[config.mk]
export PLATFORM = sky130hd
export DESIGN_NAME = dmem_arbiter_flat
export DESIGN_NICKNAME = d
export VERILOG_FILES = /design/src/rtl/dmem_arbiter_if.sv /design/src/rtl/dmem_arbiter.sv /design/src/flat_wrapper.sv
export SDC_FILE = /design/constraint.sdc
export NUM_CORES = 1
export LEC_CHECK = 0
export CORE_AREA = 2 2 93 95
export CTS_CLUSTER_SIZE = 28
export DETAILED_ROUTE_END_ITERATION = 8
export DIE_AREA = 0 0 95 97
export GPL_ROUTABILITY_DRIVEN = 0
export HOLD_SLACK_MARGIN = 0.06
export PLACE_DENSITY = 0.8
export REMOVE_ABC_BUFFERS = 1
export SYNTH_ARGS = -nofsm -noshare
export SYNTH_HDL_FRONTEND = slang
export SYNTH_SLANG_ARGS = --single-unit
[constraint.sdc]
create_clock -name clock -period 1.4 [get_ports clock]
set_clock_uncertainty 0.05 [all_clocks]
set_input_delay 0.35 -clock clock [delete_from_list [all_inputs] [get_ports clock]]
set_output_delay 0.35 -clock clock [all_outputs]
set_load 0.03 [all_outputs]
[src/rtl/dmem_arbiter_if.sv]
// dmem_arbiter_if: processor port, loader port and dmem bus of the data-memory arbiter.
interface dmem_arbiter_if;
  logic        p_req;
  logic        p_wren;
  logic [11:0] p_addr;
  logic [31:0] p_data;
  logic        p_gnt;
  logic        p_rvalid;
  logic [31:0] p_q;
  logic        d_req;
  logic        d_wren;
  logic [11:0] d_addr;
  logic [31:0] d_data;
  logic        d_gnt;
  logic        d_rvalid;
  logic [31:0] d_q;
  logic [11:0] mem_address;
  logic [31:0] mem_data;
  logic        mem_wren;
  logic [31:0] mem_q;
  modport slave (
    input  p_req, p_wren, p_addr, p_data, d_req, d_wren, d_addr, d_data, mem_q,
    output p_gnt, p_rvalid, p_q, d_gnt, d_rvalid, d_q, mem_address, mem_data, mem_wren
  );
  modport master (
    output p_req, p_wren, p_addr, p_data, d_req, d_wren, d_addr, d_data, mem_q,
    input  p_gnt, p_rvalid, p_q, d_gnt, d_rvalid, d_q, mem_address, mem_data, mem_wren
  );
endinterface

[src/rtl/dmem_arbiter.sv]
// dmem_arbiter: shares single-port dmem between processor (P) and loader (D), steering read data back to its issuer.
module dmem_arbiter #(
  parameter int PRIORITY_MODE = 0,
  parameter int STARVE_LIMIT  = 4
) (
  input logic          clock,
  input logic          reset,
  dmem_arbiter_if.slave bus
);
  localparam logic [3:0] LIM = 4'(STARVE_LIMIT);
  logic       last_d_q, last_d_d;
  logic [3:0] starve_q, starve_d;
  logic       p_own_q, p_own_d;
  logic       d_own_q, d_own_d;
  logic       d_win;
  always_ff @(posedge clock or negedge reset) begin
    if (!reset) begin
      last_d_q <= 1'b1;
      starve_q <= 4'd0;
      p_own_q  <= 1'b0;
      d_own_q  <= 1'b0;
    end else begin
      last_d_q <= last_d_d;
      starve_q <= starve_d;
      p_own_q  <= p_own_d;
      d_own_q  <= d_own_d;
    end
  end
  // D wins when alone, or on contention when it is D's turn (mode 0) or D has starved (mode 1)
  always_comb begin
    d_win     = bus.d_req && (!bus.p_req || (PRIORITY_MODE == 0 ? !last_d_q : starve_q == LIM));
    bus.p_gnt = reset && bus.p_req && !d_win;
    bus.d_gnt = reset && d_win;
  end
  always_comb begin
    last_d_d = bus.d_gnt ? 1'b1 : bus.p_gnt ? 1'b0 : last_d_q;
    starve_d = (!bus.d_req || bus.d_gnt) ? 4'd0 : starve_q == LIM ? starve_q : starve_q + 4'd1;
    p_own_d  = bus.p_gnt && !bus.p_wren;
    d_own_d  = bus.d_gnt && !bus.d_wren;
  end
  always_comb begin
    bus.mem_wren    = bus.d_gnt ? bus.d_wren : bus.p_gnt && bus.p_wren;
    bus.mem_address = bus.d_gnt ? bus.d_addr : bus.p_gnt ? bus.p_addr : 12'd0;
    bus.mem_data    = bus.d_gnt ? bus.d_data : bus.p_gnt ? bus.p_data : 32'd0;
    bus.p_rvalid    = p_own_q;
    bus.d_rvalid    = d_own_q;
    bus.p_q         = p_own_q ? bus.mem_q : 32'd0;
    bus.d_q         = d_own_q ? bus.mem_q : 32'd0;
  end
endmodule

[src/flat_wrapper.sv]
// flat-port wrapper written by rule: the top's interface ports become plain ports
module dmem_arbiter_flat 
#(
  parameter int PRIORITY_MODE = 0,
  parameter int STARVE_LIMIT  = 4
)
  (clock, reset, bus_p_req, bus_p_wren, bus_p_addr, bus_p_data, bus_d_req, bus_d_wren, bus_d_addr, bus_d_data, bus_mem_q, bus_p_gnt, bus_p_rvalid, bus_p_q, bus_d_gnt, bus_d_rvalid, bus_d_q, bus_mem_address, bus_mem_data, bus_mem_wren);
  dmem_arbiter_if bus_i ();
  input logic clock;
  input logic reset;
  input wire logic [$bits(bus_i.p_req)-1:0] bus_p_req;
  input wire logic [$bits(bus_i.p_wren)-1:0] bus_p_wren;
  input wire logic [$bits(bus_i.p_addr)-1:0] bus_p_addr;
  input wire logic [$bits(bus_i.p_data)-1:0] bus_p_data;
  input wire logic [$bits(bus_i.d_req)-1:0] bus_d_req;
  input wire logic [$bits(bus_i.d_wren)-1:0] bus_d_wren;
  input wire logic [$bits(bus_i.d_addr)-1:0] bus_d_addr;
  input wire logic [$bits(bus_i.d_data)-1:0] bus_d_data;
  input wire logic [$bits(bus_i.mem_q)-1:0] bus_mem_q;
  output wire logic [$bits(bus_i.p_gnt)-1:0] bus_p_gnt;
  output wire logic [$bits(bus_i.p_rvalid)-1:0] bus_p_rvalid;
  output wire logic [$bits(bus_i.p_q)-1:0] bus_p_q;
  output wire logic [$bits(bus_i.d_gnt)-1:0] bus_d_gnt;
  output wire logic [$bits(bus_i.d_rvalid)-1:0] bus_d_rvalid;
  output wire logic [$bits(bus_i.d_q)-1:0] bus_d_q;
  output wire logic [$bits(bus_i.mem_address)-1:0] bus_mem_address;
  output wire logic [$bits(bus_i.mem_data)-1:0] bus_mem_data;
  output wire logic [$bits(bus_i.mem_wren)-1:0] bus_mem_wren;
  assign bus_i.p_req = bus_p_req;
  assign bus_i.p_wren = bus_p_wren;
  assign bus_i.p_addr = bus_p_addr;
  assign bus_i.p_data = bus_p_data;
  assign bus_i.d_req = bus_d_req;
  assign bus_i.d_wren = bus_d_wren;
  assign bus_i.d_addr = bus_d_addr;
  assign bus_i.d_data = bus_d_data;
  assign bus_i.mem_q = bus_mem_q;
  assign bus_p_gnt = bus_i.p_gnt;
  assign bus_p_rvalid = bus_i.p_rvalid;
  assign bus_p_q = bus_i.p_q;
  assign bus_d_gnt = bus_i.d_gnt;
  assign bus_d_rvalid = bus_i.d_rvalid;
  assign bus_d_q = bus_i.d_q;
  assign bus_mem_address = bus_i.mem_address;
  assign bus_mem_data = bus_i.mem_data;
  assign bus_mem_wren = bus_i.mem_wren;
  dmem_arbiter #(.PRIORITY_MODE(PRIORITY_MODE), .STARVE_LIMIT(STARVE_LIMIT)) u_core (.clock(clock), .reset(reset), .bus(bus_i));
endmodule
# ---- Yosys cells after proc, flatten, opt, wreduce, memory -nomap -nowiden
# Index checks and enable logic that the tools add are counted.
dict set report word_totals {
  regBits 3
  inputBits 126
  output_inout_bits 113
  wordCells 26
}
dict set report op_classes {
  muxes 9
  n_reduce_logical 14
}
# op n
set ops {}
lappend ops {{$mux 32} 4}
lappend ops {{$mux 12} 2}
lappend ops {{$logic_and 1x1->1} 7}
lappend ops {{$logic_not 1->1} 5}
lappend ops {{$mux 1} 3}
lappend ops {{$reduce_bool 2->1} 1}
lappend ops {{$logic_or 1x1->1} 1}

# ---- Depth between registers and ports, before layout
# Gate-level depths: netlist of the first run.
dict set report depth {
  word_depth 7
  depth_mapped 4
  depth_no_buf 2
}

# ---- Least setup slack after synthesis of the first run
# Ideal clock, no wire load.
dict set report synth_timing {
  path_kind {register -> output}
  startpoint {register u_core.last_d_q}
  endpoint {output port bus_mem_address[10]}
  arrival_ns 1.647
  t_required_ns 1.000
  setup_slack_ns -0.647
  path_stages_with_launch 4
  n_path_buf 1
  path_cell_list {dfstp_2 > nor2b_1 > clkbuf_1 > o32ai_1}
}
dict set report synth_between {
  elab_chain_len 7
  elab_cells_between_ends 8
  classes_between {2 x mux; 6 x reduce/logical}
}
# item line_no
set synth_rtl {}
lappend synth_rtl {{start: declaration} dmem_arbiter.sv:11} ;# logic last_d_q, last_d_d;
lappend synth_rtl {{start signal: assignment} dmem_arbiter.sv:23} ;# last_d_q <= last_d_d;
lappend synth_rtl {{$logic_not 1->1 *} dmem_arbiter.sv:31} ;# d_win = bus.d_req && (!bus.p_req || (PRIORITY_MODE == 0 ? !last_d_q : starve_q == LIM));
lappend synth_rtl {{$logic_or 1x1->1 *} dmem_arbiter.sv:31}
lappend synth_rtl {{$logic_and 1x1->1 *} dmem_arbiter.sv:31}
lappend synth_rtl {{$logic_not 1->1} dmem_arbiter.sv:32} ;# bus.p_gnt = reset && bus.p_req && !d_win;
lappend synth_rtl {{$logic_and 1x1->1} dmem_arbiter.sv:32}
lappend synth_rtl {{$mux 12} dmem_arbiter.sv:43} ;# bus.mem_address = bus.d_gnt ? bus.d_addr : bus.p_gnt ? bus.p_addr : 12'd0;
lappend synth_rtl {{$mux 12 *} dmem_arbiter.sv:43}
lappend synth_rtl {{end: declaration} flat_wrapper.sv:26} ;# output wire logic [$bits(bus_i.mem_address)-1:0] bus_mem_address;
# Every way passes the cells marked *; elsewhere a longest branch is shown, timed or not.

# ---- Worst setup path in the final report of the first run
dict set report layout_timing {
  startpoint {register u_core.last_d_q}
  endpoint {output port bus_mem_data[11]}
}
dict set report layout_between {
  elab_chain_len 7
  elab_cells_between_ends 8
  classes_between {2 x mux; 6 x reduce/logical}
}
# item line_no
set layout_rtl {}
lappend layout_rtl {{$logic_not 1->1 *} dmem_arbiter.sv:31}
lappend layout_rtl {{$logic_or 1x1->1 *} dmem_arbiter.sv:31}
lappend layout_rtl {{$logic_and 1x1->1 *} dmem_arbiter.sv:31}
lappend layout_rtl {{$logic_not 1->1} dmem_arbiter.sv:32}
lappend layout_rtl {{$logic_and 1x1->1} dmem_arbiter.sv:32}
lappend layout_rtl {{$mux 32} dmem_arbiter.sv:44} ;# bus.mem_data = bus.d_gnt ? bus.d_data : bus.p_gnt ? bus.p_data : 32'd0;
lappend layout_rtl {{$mux 32 *} dmem_arbiter.sv:44}
lappend layout_rtl {{end: declaration} flat_wrapper.sv:27} ;# output wire logic [$bits(bus_i.mem_data)-1:0] bus_mem_data;
# Marks and branches as above.

==> results of run 1 <==
placed cells by master (no fill, tap or decap):
cell             count
buf_16              10
a21oi_1              2
clkbuf_1             1
clkbuf_4             1
nor2_4               1
inv_2                1
clkdlybuf4s50_1    101
dlymetal6s2s_1      11
o32ai_4             19
buf_8                1
dfstp_2              1
and2_4              64
clkbuf_16            4
a31oi_1              1
dlygate4sd2_1       12
a211oi_1             1
buf_12              32
nor3_1               1
buf_6               73
o32ai_2             26
buf_4               35
a21bo_4              1
nand2_1             92
nor2b_4              1
clkbuf_8             3
dfrtp_2              2
layout make-up:
cell class / count / area, um2
fill: 577 / 2580
inverter: 1 / 3.75
sequential: 3 / 78.8
multi-input combinational: 209 / 1920
clock buffer: 4 / 45.0
tap: 105 / 131
timing repair buffer: 280 / 3380
sequential cells by signal, indices dropped and copies added (netlist names):
| register | cells |
|---|---|
| u_core.last_d_q | 1 |
| u_core.bus.p_rvalid | 1 |
| u_core.bus.d_rvalid | 1 |
routing by layer:
layer,wire length (um),track usage (%),up-vias
li1,-,-,1356
met1,3900,20.7,1395
met2,6830,47.0,177
met3,956,3.66,26
met4,493,8.92,0
met5,0,0,-
final timing paths:
kind	from	end	cells after the start
min	reset	u_core.last_d_q	2
max reg2reg	u_core.last_d_q	u_core.bus.p_rvalid	3
max	u_core.last_d_q	bus_mem_data[11]	4
max in group asynchronous	reset	u_core.bus.d_rvalid	3
min reg2reg	u_core.last_d_q	u_core.last_d_q	3
min in group clock	reset	u_core.last_d_q	3
through the flow:
stage,setup WS [ns],hold WS (ns),area [um2],instances
after global placement,-0.689,0.506,4220,574
after global routing,-0.573,0.293,5560,602
after CTS,-0.526,0.292,5230,598
after detailed placement,-0.711,0.520,4220,574
final,-0.542,0.288,5560,602
after floorplan,-2.47,0.00441,1480,213
power by group:
part / total, uW / switching (uW) / internal, uW / leakage, uW
Combinational: 2140 / 1020 / 1130 / 0.00235
Sequential: 116 / 14.9 / 101 / 0.0000346
Clock: 254 / 59.3 / 194 / 0.0000228
Total: 2510 / 1090 / 1420 / 0.00241
what timing repair did:
item | in CTS | in global routing
setup endpoints to repair | 111 | 113
pin swaps | 16 | 3
resized for setup | 170 | 45
gates cloned | 11 | 5
buffers inserted | 9 | 1
logic make-up after synthesis:
| kind of cell | count (synthesis) | synth area share (%) |
|---|---|---|
| buffers and inverters | 31 | 11.4 |
| flip-flops | 3 | 4.59 |
| AO/OA/AOI/OAI | 50 | 38.3 |
| AND/OR/NAND/NOR | 159 | 45.7 |
==> summary.md, run 1 <==
| Metric | Value |
|---|---|
| FF-to-FF setup slack | 0.26 ns |
| Post-CTS Hold Fix Bufs | 0 |
| Layout cell share with drive strength beyond 1 | 55.3% |
| First-pass DRT Iterations | 6 |
| Worst-path clk slew | 0.03 ns |
| WL per Instance | 20.2 um |
| CP max FO | 20 |
| Ys flop type | dfrtp_1 |
| Slowest-stage cell, CP | dfstp_2 |
| RSZ-0062 raised after global routing | true |
| CP endpoint kind | output pin |
| Initial Util | 20.5% |
| Ys Warns | 0 |
| Routed vias/inst | 4.91 |
| H-tree levels | 1 |
| CP Class | reg -> out |
| Outcome | finished, violations left |
| FP Rows | 33 |
| Tot Pwr | 2510 uW |
| First-pass GRT wire length | 16.0 mm |
| Failing checks | negative setup slack |
| Routed wire length | 12.2 mm |
| CP delay by family, top | flip-flops |
| Die Wd | 95 um |
| Syn avg cell area | 6.85 um2 |
| CP Launch Type | flop |
| LEAKAGE | 0.00241 uW |
| Register area share after synthesis | 4.59% |
| NumNets Final | 624 |
| Yosys top cell by area | o32ai_2 |
| Minimum clock period | 1.94 ns |
| Port Buf Inserts | 238 |
| Final Util | 68.3% |
| Least-Margin Pin Slew | 0.279 ns |
| Largest net degree at the start of global routing | 50 |
| Core box area | 0.00813 mm2 |
| Vias in the first global route | 2963 |
| PnR worst setup slack | -0.542 ns |
| PwrDens | 452 mW/mm2 |
| # IOs | 239 |
| GRT Resource Usage Total | 22.6% |
| Most frequent cell after synthesis | nand2_1 |
| Number of distinct library cells after synthesis | 18 |
| Peak VDD IR | 0.278 mV |
| Tcrit/Tclk final | 139% |
| Vias | 2954 |
| Antenna Violating Nets Remaining | 0 |
| Post-route setup TNS | -34.95 ns |
| CTS tree | yes |
| Die Ht | 97 um |
| Post-synth top area share | 27.4% |
| Residual DRC | 0 |
| Total die area | 0.00922 mm2 |
| CTS Buffer Depth | 2 |
| Endpoints failing hold | 0 |
| Crit path cell chain | nor2b_4, buf_12, o32ai_2, buf_4 |
| CP max stage delay | 0.58 ns |
| Total gr overflow | 0 |
| FMAX | 0.515 GHz |
| Ant diodes | 0 |
| Area growth from synthesis to layout | 234% |
| Initial antenna violation count | 0 |
| Max Cap Viol | 0 |
| Async set-reset flop share out of synthesis | 100% |
| WP data required | 1.00 ns |
| Slew HR | 81.5% |
| Post-Syn Area | 0.00166 mm2 |
| Seq cells post-synth | 3 |
| Post-detail-place hpwl | 7.63 mm |
| Data arrival, critical path | 1.54 ns |
| Synth cell count leaders | nand2_1 (92), and2_1 (64), o32ai_2 (28), o32ai_1 (17), clkbuf_1 (12) |
| Worst Path Buf+Inv | 2 |
| Worst hold path type | in -> async |
| First DRT Iteration DRCs | 90 |
| Top post-synthesis cells by area | o32ai_2 (27%), and2_1 (24%), nand2_1 (21%), o32ai_1 (8.9%), buf_6 (4.1%) |
| CTS buffer count | 3 |
| Slew Limit Fails | 0 |
| Clock latency on the worst-skew pair | 0.22 ns |
| Mapped Cells | 243 |
| Post-synth EDFFs | 0 |
| Clock Sinks | 3 |
| Final setup viols | 113 |
| Clk root buf | clkbuf_8 |
(Power assumes the default switching activity.)
==> run 2, diff against run 1 <==
--- a/config.mk
+++ b/config.mk
@@ -9,9 +9,10 @@
 export CTS_CLUSTER_SIZE = 28
 export DETAILED_ROUTE_END_ITERATION = 8
 export DIE_AREA = 0 0 95 97
+export DONT_BUFFER_PORTS = 1
 export GPL_ROUTABILITY_DRIVEN = 0
 export HOLD_SLACK_MARGIN = 0.06
-export PLACE_DENSITY = 0.8
+export PLACE_DENSITY = 0.41
 export REMOVE_ABC_BUFFERS = 1
 export SYNTH_ARGS = -nofsm -noshare
 export SYNTH_HDL_FRONTEND = slang
==> run 2 against run 1 <==
  * The run still ends with negative setup slack left
  * Sequential cell count stayed put
  * Combinational power down 37%
  * Clock power about the same
  * Cell count fell by 22%
  * Wire length fell by 29%
  * Largest power group unchanged
  * Highest routed layer unchanged
==> summary.md, run 2 (synthesized netlist as in run 1, its figures left out) <==
| Metric | Value |
|---|---|
| Outcome | finished, violations left |
| Failing checks | negative setup slack |
| Tot Pwr | 1720 uW |
| GRT Resource Usage Total | 16.6% |
| Leading cell type in the layout, fill and taps excluded | nand2_1 |
| Max Cap Viol | 0 |
| Setup WS pre-CTS | -0.287 ns |
| Total gr overflow | 0 |
| CP endpoint kind | output pin |
| Port Buf Inserts | 0 |
| Worst hold path type | in -> reg |
| CTS buffer count | 3 |
| Clk root buf | clkbuf_8 |
| FP Rows | 33 |
| Final setup viols | 113 |
| Residual DRC | 0 |
| Crit path cell chain | nor2b_4, buf_12, o32ai_2, buf_4 |
| First-pass DRT Iterations | 4 |
| CP max stage delay | 0.56 ns |
| Busiest grt layer | met2 |
| Vias in the first global route | 2228 |
| CP delay by family, top | flip-flops |
| Ant diodes | 0 |
| WP data required | 1.00 ns |
| Layout cell share with drive strength beyond 1 | 70.7% |
| PnR worst setup slack | -0.526 ns |
| Vias | 2345 |
| RSZ-0062 raised after global routing | true |
| FMAX | 0.519 GHz |
| Worst Path Buf+Inv | 2 |
| Tcrit/Tclk final | 138% |
| NumNets Final | 489 |
| Die Wd | 95 um |
| Die Ht | 97 um |
| Clock Sinks | 3 |
| Initial Util | 20.5% |
| Routed wire length | 8.64 mm |
| H-tree levels | 1 |
| Post-route setup TNS | -30.95 ns |
| Slew Limit Fails | 0 |
| WL per Instance | 18.5 um |
| Non-filler cells, final | 467 |
| Total die area | 0.00922 mm2 |
| PwrDens | 485 mW/mm2 |
| Fill cells | 763 |
| Minimum clock period | 1.93 ns |
| First DRT Iteration DRCs | 83 |
| Data arrival, critical path | 1.53 ns |
| GR Util met2 | 36.0% |
| Slew HR | 74.4% |
| Grt met1 use | 15.7% |
| Clock latency on the worst-skew pair | 0.21 ns |
| CP Launch Type | flop |
| Initial antenna violation count | 0 |
| CP max FO | 16 |
| Worst hold slack | 0.151 ns |
| CTS Buffer Depth | 2 |
| # IOs | 239 |
| Slowest-stage cell, CP | dfstp_2 |
| Routed vias/inst | 5.02 |
| Area growth from synthesis to layout | 113% |
| Antenna Violating Nets Remaining | 0 |
| Met3 Track Usage GR | 3.12% |
| Worst-path clk slew | 0.03 ns |
| Post-detail-place hpwl | 5.96 mm |
| CP Class | reg -> out |
| First-pass GRT wire length | 12.1 mm |
| Largest net degree at the start of global routing | 96 |
| Peak VDD IR | 0.257 mV |
| Commonest non-fill, non-tap cells in the layout | nand2_1 (92), and2_4 (64), buf_6 (62) |
| Least-Margin Pin Slew | 0.382 ns |
| Placed insts | 448 |
| LEAKAGE | 0.00158 uW |
| Core box area | 0.00813 mm2 |
| Endpoints failing hold | 0 |
| CTS tree | yes |
==> run 2: layout make-up <==
class | instances | area (um2) | area share [%]
multi-input cells | 209 | 1670 | 47.1
clock buffers | 4 | 45.0 | 1.27
flip-flops and latches | 3 | 78.8 | 2.22
well taps | 105 | 131 | 3.70
inverters | 1 | 3.75 | 0.106
repair buffers | 145 | 1620 | 45.6
==> run 2: final timing paths <==
| check | start | to | slack [ns] | cells after the start |
|---|---|---|---|---|
| worst max-delay path | u_core.last_d_q | bus_mem_data[13] | -0.53 | 4 |
| worst min-delay path | bus_p_wren | u_core.bus.p_rvalid | 0.15 | 1 |
| worst max register to register | u_core.last_d_q | u_core.last_d_q | 0.26 | 5 |
| worst min register to register | u_core.last_d_q | u_core.last_d_q | 0.83 | 4 |
| max in group asynchronous | reset | u_core.last_d_q | 0.68 | 1 |
| min in group asynchronous | reset | u_core.bus.d_rvalid | 0.39 | 1 |
==> run 2: repair_timing <==
item | CTS | global route
setup endpoints to repair | 111 | 113
pin swaps | 13 | 19
buffers inserted | 3 | 10
resized for setup | 131 | 17
hold buffers | 1 | 0
hold endpoints to repair | 3 | 0
cloned | 7 | 2
==> run 2: metrics by stage <==
step	utilization (%)	area [um2]
6_report	43.6	3550
5_1_grt	43.6	3550
4_1_cts	43.5	3540
3_5_place_dp	34.8	2830
3_3_place_gp	34.8	2830
2_1_floorplan	-	1480
==> run 2: routing by layer <==
layer | up-vias | wire length [um] | part of all wire, %
met5 | - | 0 | 0
met4 | 0 | 48 | 0.56
met3 | 4 | 729 | 8.4
met2 | 150 | 4990 | 58
met1 | 1109 | 2870 | 33
li1 | 1082 | - | -
==> run 2: power by group <==
| part | total (uW) | internal (uW) | switching, uW |
|---|---|---|---|
| Clock | 251 | 194 | 56.8 |
| Combinational | 1350 | 616 | 737 |
| Sequential | 116 | 100 | 15.3 |
| Total | 1720 | 910 | 809 |
==> run 3, diff against run 2 <==
--- a/config.mk
+++ b/config.mk
@@ -5,15 +5,16 @@
 export SDC_FILE = /design/constraint.sdc
 export NUM_CORES = 1
 export LEC_CHECK = 0
-export CORE_AREA = 2 2 93 95
+export CORE_AREA = 2 2 94 96
 export CTS_CLUSTER_SIZE = 28
 export DETAILED_ROUTE_END_ITERATION = 8
-export DIE_AREA = 0 0 95 97
+export DIE_AREA = 0 0 96 98
 export DONT_BUFFER_PORTS = 1
 export GPL_ROUTABILITY_DRIVEN = 0
 export HOLD_SLACK_MARGIN = 0.06
 export PLACE_DENSITY = 0.41
 export REMOVE_ABC_BUFFERS = 1
+export SKIP_LAST_GASP = 1
 export SYNTH_ARGS = -nofsm -noshare
 export SYNTH_HDL_FRONTEND = slang
 export SYNTH_SLANG_ARGS = --single-unit
==> run 3 against run 2 <==
  * The flow still finishes with violations (negative setup slack)
  * Fmax grew 1.1%
  * First-iteration DRC count decreased by 46%
  * Sequential share of layout area is 0.11 points lower
  * Power grew 9.0%
  * Final area grew 3.8%
  * Hold slack improved by 0.00091 ns
  * Die area rose by 2.1%
  * Highest routed layer unchanged
==> summary.md, run 3 (synthesized netlist as in run 1, its figures left out) <==
| Metric | Value |
|---|---|
| Outcome | finished, violations left |
| Failing checks | negative setup slack |
| Non-filler cells, final | 460 |
| Minimum clock period | 1.91 ns |
| First DRT Iteration DRCs | 45 |
| Ant diodes | 0 |
| GRT Resource Usage Total | 15.0% |
| CTS buffer count | 3 |
| CP endpoint kind | output pin |
| Clock Sinks | 3 |
| PwrDens | 509 mW/mm2 |
| Max Cap Viol | 0 |
| FMAX | 0.525 GHz |
| CP Launch Type | flop |
| Endpoints failing hold | 0 |
| Fill cells | 801 |
| Worst hold slack | 0.152 ns |
| Least-Margin Pin Slew | 0.403 ns |
| Tcrit/Tclk final | 136% |
| H-tree levels | 1 |
| Slew HR | 73.1% |
| Data arrival, critical path | 1.51 ns |
| Tot Pwr | 1870 uW |
| NumNets Final | 479 |
| Setup WS pre-CTS | -0.329 ns |
| Layout cell share with drive strength beyond 1 | 63.1% |
| Final setup viols | 111 |
| Residual DRC | 0 |
| Post-detail-place hpwl | 6.25 mm |
| Initial Util | 19.7% |
| FF-to-FF setup slack | 0.24 ns |
| Antenna Violating Nets Remaining | 0 |
| Area growth from synthesis to layout | 121% |
| Slew Limit Fails | 0 |
| Peak VDD IR | 0.203 mV |
| WP data required | 1.00 ns |
| WL per Instance | 18.9 um |
| Total die area | 0.00941 mm2 |
| Die Ht | 98 um |
| Commonest non-fill, non-tap cells in the layout | nand2_1 (92), buf_4 (62), buf_6 (41) |
| Worst hold path type | in -> reg |
| CP Class | reg -> out |
| Initial antenna violation count | 0 |
| Total gr overflow | 0 |
| Hold Path End | u_core.bus.p_rvalid |
| CP max FO | 19 |
| Routed vias/inst | 4.88 |
| Clock latency on the worst-skew pair | 0.22 ns |
| PnR worst setup slack | -0.506 ns |
| Vias in the first global route | 2102 |
| FP Rows | 34 |
| Largest net degree at the start of global routing | 96 |
| Post-route setup TNS | -28.68 ns |
| RSZ-0062 raised after global routing | true |
| First-pass GRT wire length | 10.9 mm |
| Clk root buf | clkbuf_8 |
| Vias | 2245 |
| CTS Buffer Depth | 2 |
| Footprint of the multi-input gates | 0.00185 mm2 |
| R2r endpoint | u_core.bus.p_rvalid |
| Reg area | 77.6 um2 |
| Routed wire length | 8.70 mm |
| Placed insts | 445 |
| First-pass DRT Iterations | 4 |
| # IOs | 239 |
| Core box area | 0.00847 mm2 |
| LEAKAGE | 0.00153 uW |
| Die Wd | 96 um |
| Port Buf Inserts | 0 |
| WHS Path Cells | 1 |
| Reg-to-Reg Start | u_core.last_d_q |
| Critical hold path startpoint | bus_p_wren |
| Leading cell type in the layout, fill and taps excluded | nand2_1 |
| Worst-path clk slew | 0.03 ns |
| R2R depth | 3 |
| CTS tree | yes |
-- run 3: changes by cell type in the layout (fill, tap and decap cells not counted), sizes merged --
cell	change
buf	-12
clkbuf	+2
-- run 3: through the flow --
stage                     instance area (um2)  utilization [%]
after floorplan                          1480                -
after global placement                   2890             34.1
after detailed placement                 2890             34.1
after CTS                                3160             37.3
after global routing                     3680             43.5
final                                    3680             43.5
-- run 3: worst max path at each step --
stage / cells after the start / startpoint / to
finish: 4 / u_core.last_d_q / bus_mem_data[1]
global route: 4 / u_core.last_d_q / bus_mem_data[4]
CTS: 4 / u_core.last_d_q / bus_mem_address[8]
detailed placement: 4 / u_core.last_d_q / bus_mem_data[0]
global placement: 4 / u_core.last_d_q / bus_mem_data[0]
floorplan: 2 / u_core.last_d_q / bus_mem_address[0]
-- run 3: repair_timing --
item,in CTS,in global routing
buffers inserted,1,3
hold buffers,1,0
cloned,2,6
setup endpoints to repair,111,112
resized for setup,42,76
pin swaps,1,28
hold endpoints to repair,3,0
-- run 3: cell type report --
type,count,share of cell area (%)
inverter,1,0.102
sequential,3,2.11
tap,108,3.67
clock buffer,4,1.22
timing repair buffer,135,42.7
multi-input combinational,209,50.2
-- run 3: routing by layer --
layer  vias to the layer above  share of wire, %  global-route usage, %
li1                       1070                 -                      -
met1                      1021                32                   14.4
met2                       148                55                   30.3
met3                         6                12                   5.17
met4                         0              0.63                   1.76
met5                         -                 0                      0
-- run 3: worst max-delay path, cell delays in order (launching register included) --
cell and delay, ns:
dfstp_2 0.57, a21bo_4 0.19, buf_12 0.22, o32ai_4 0.10, buf_4 0.18
-- run 3: where the power goes --
part | switching [uW] | internal (uW)
Combinational | 831 | 675
Clock | 60.4 | 195
Sequential | 13.1 | 100
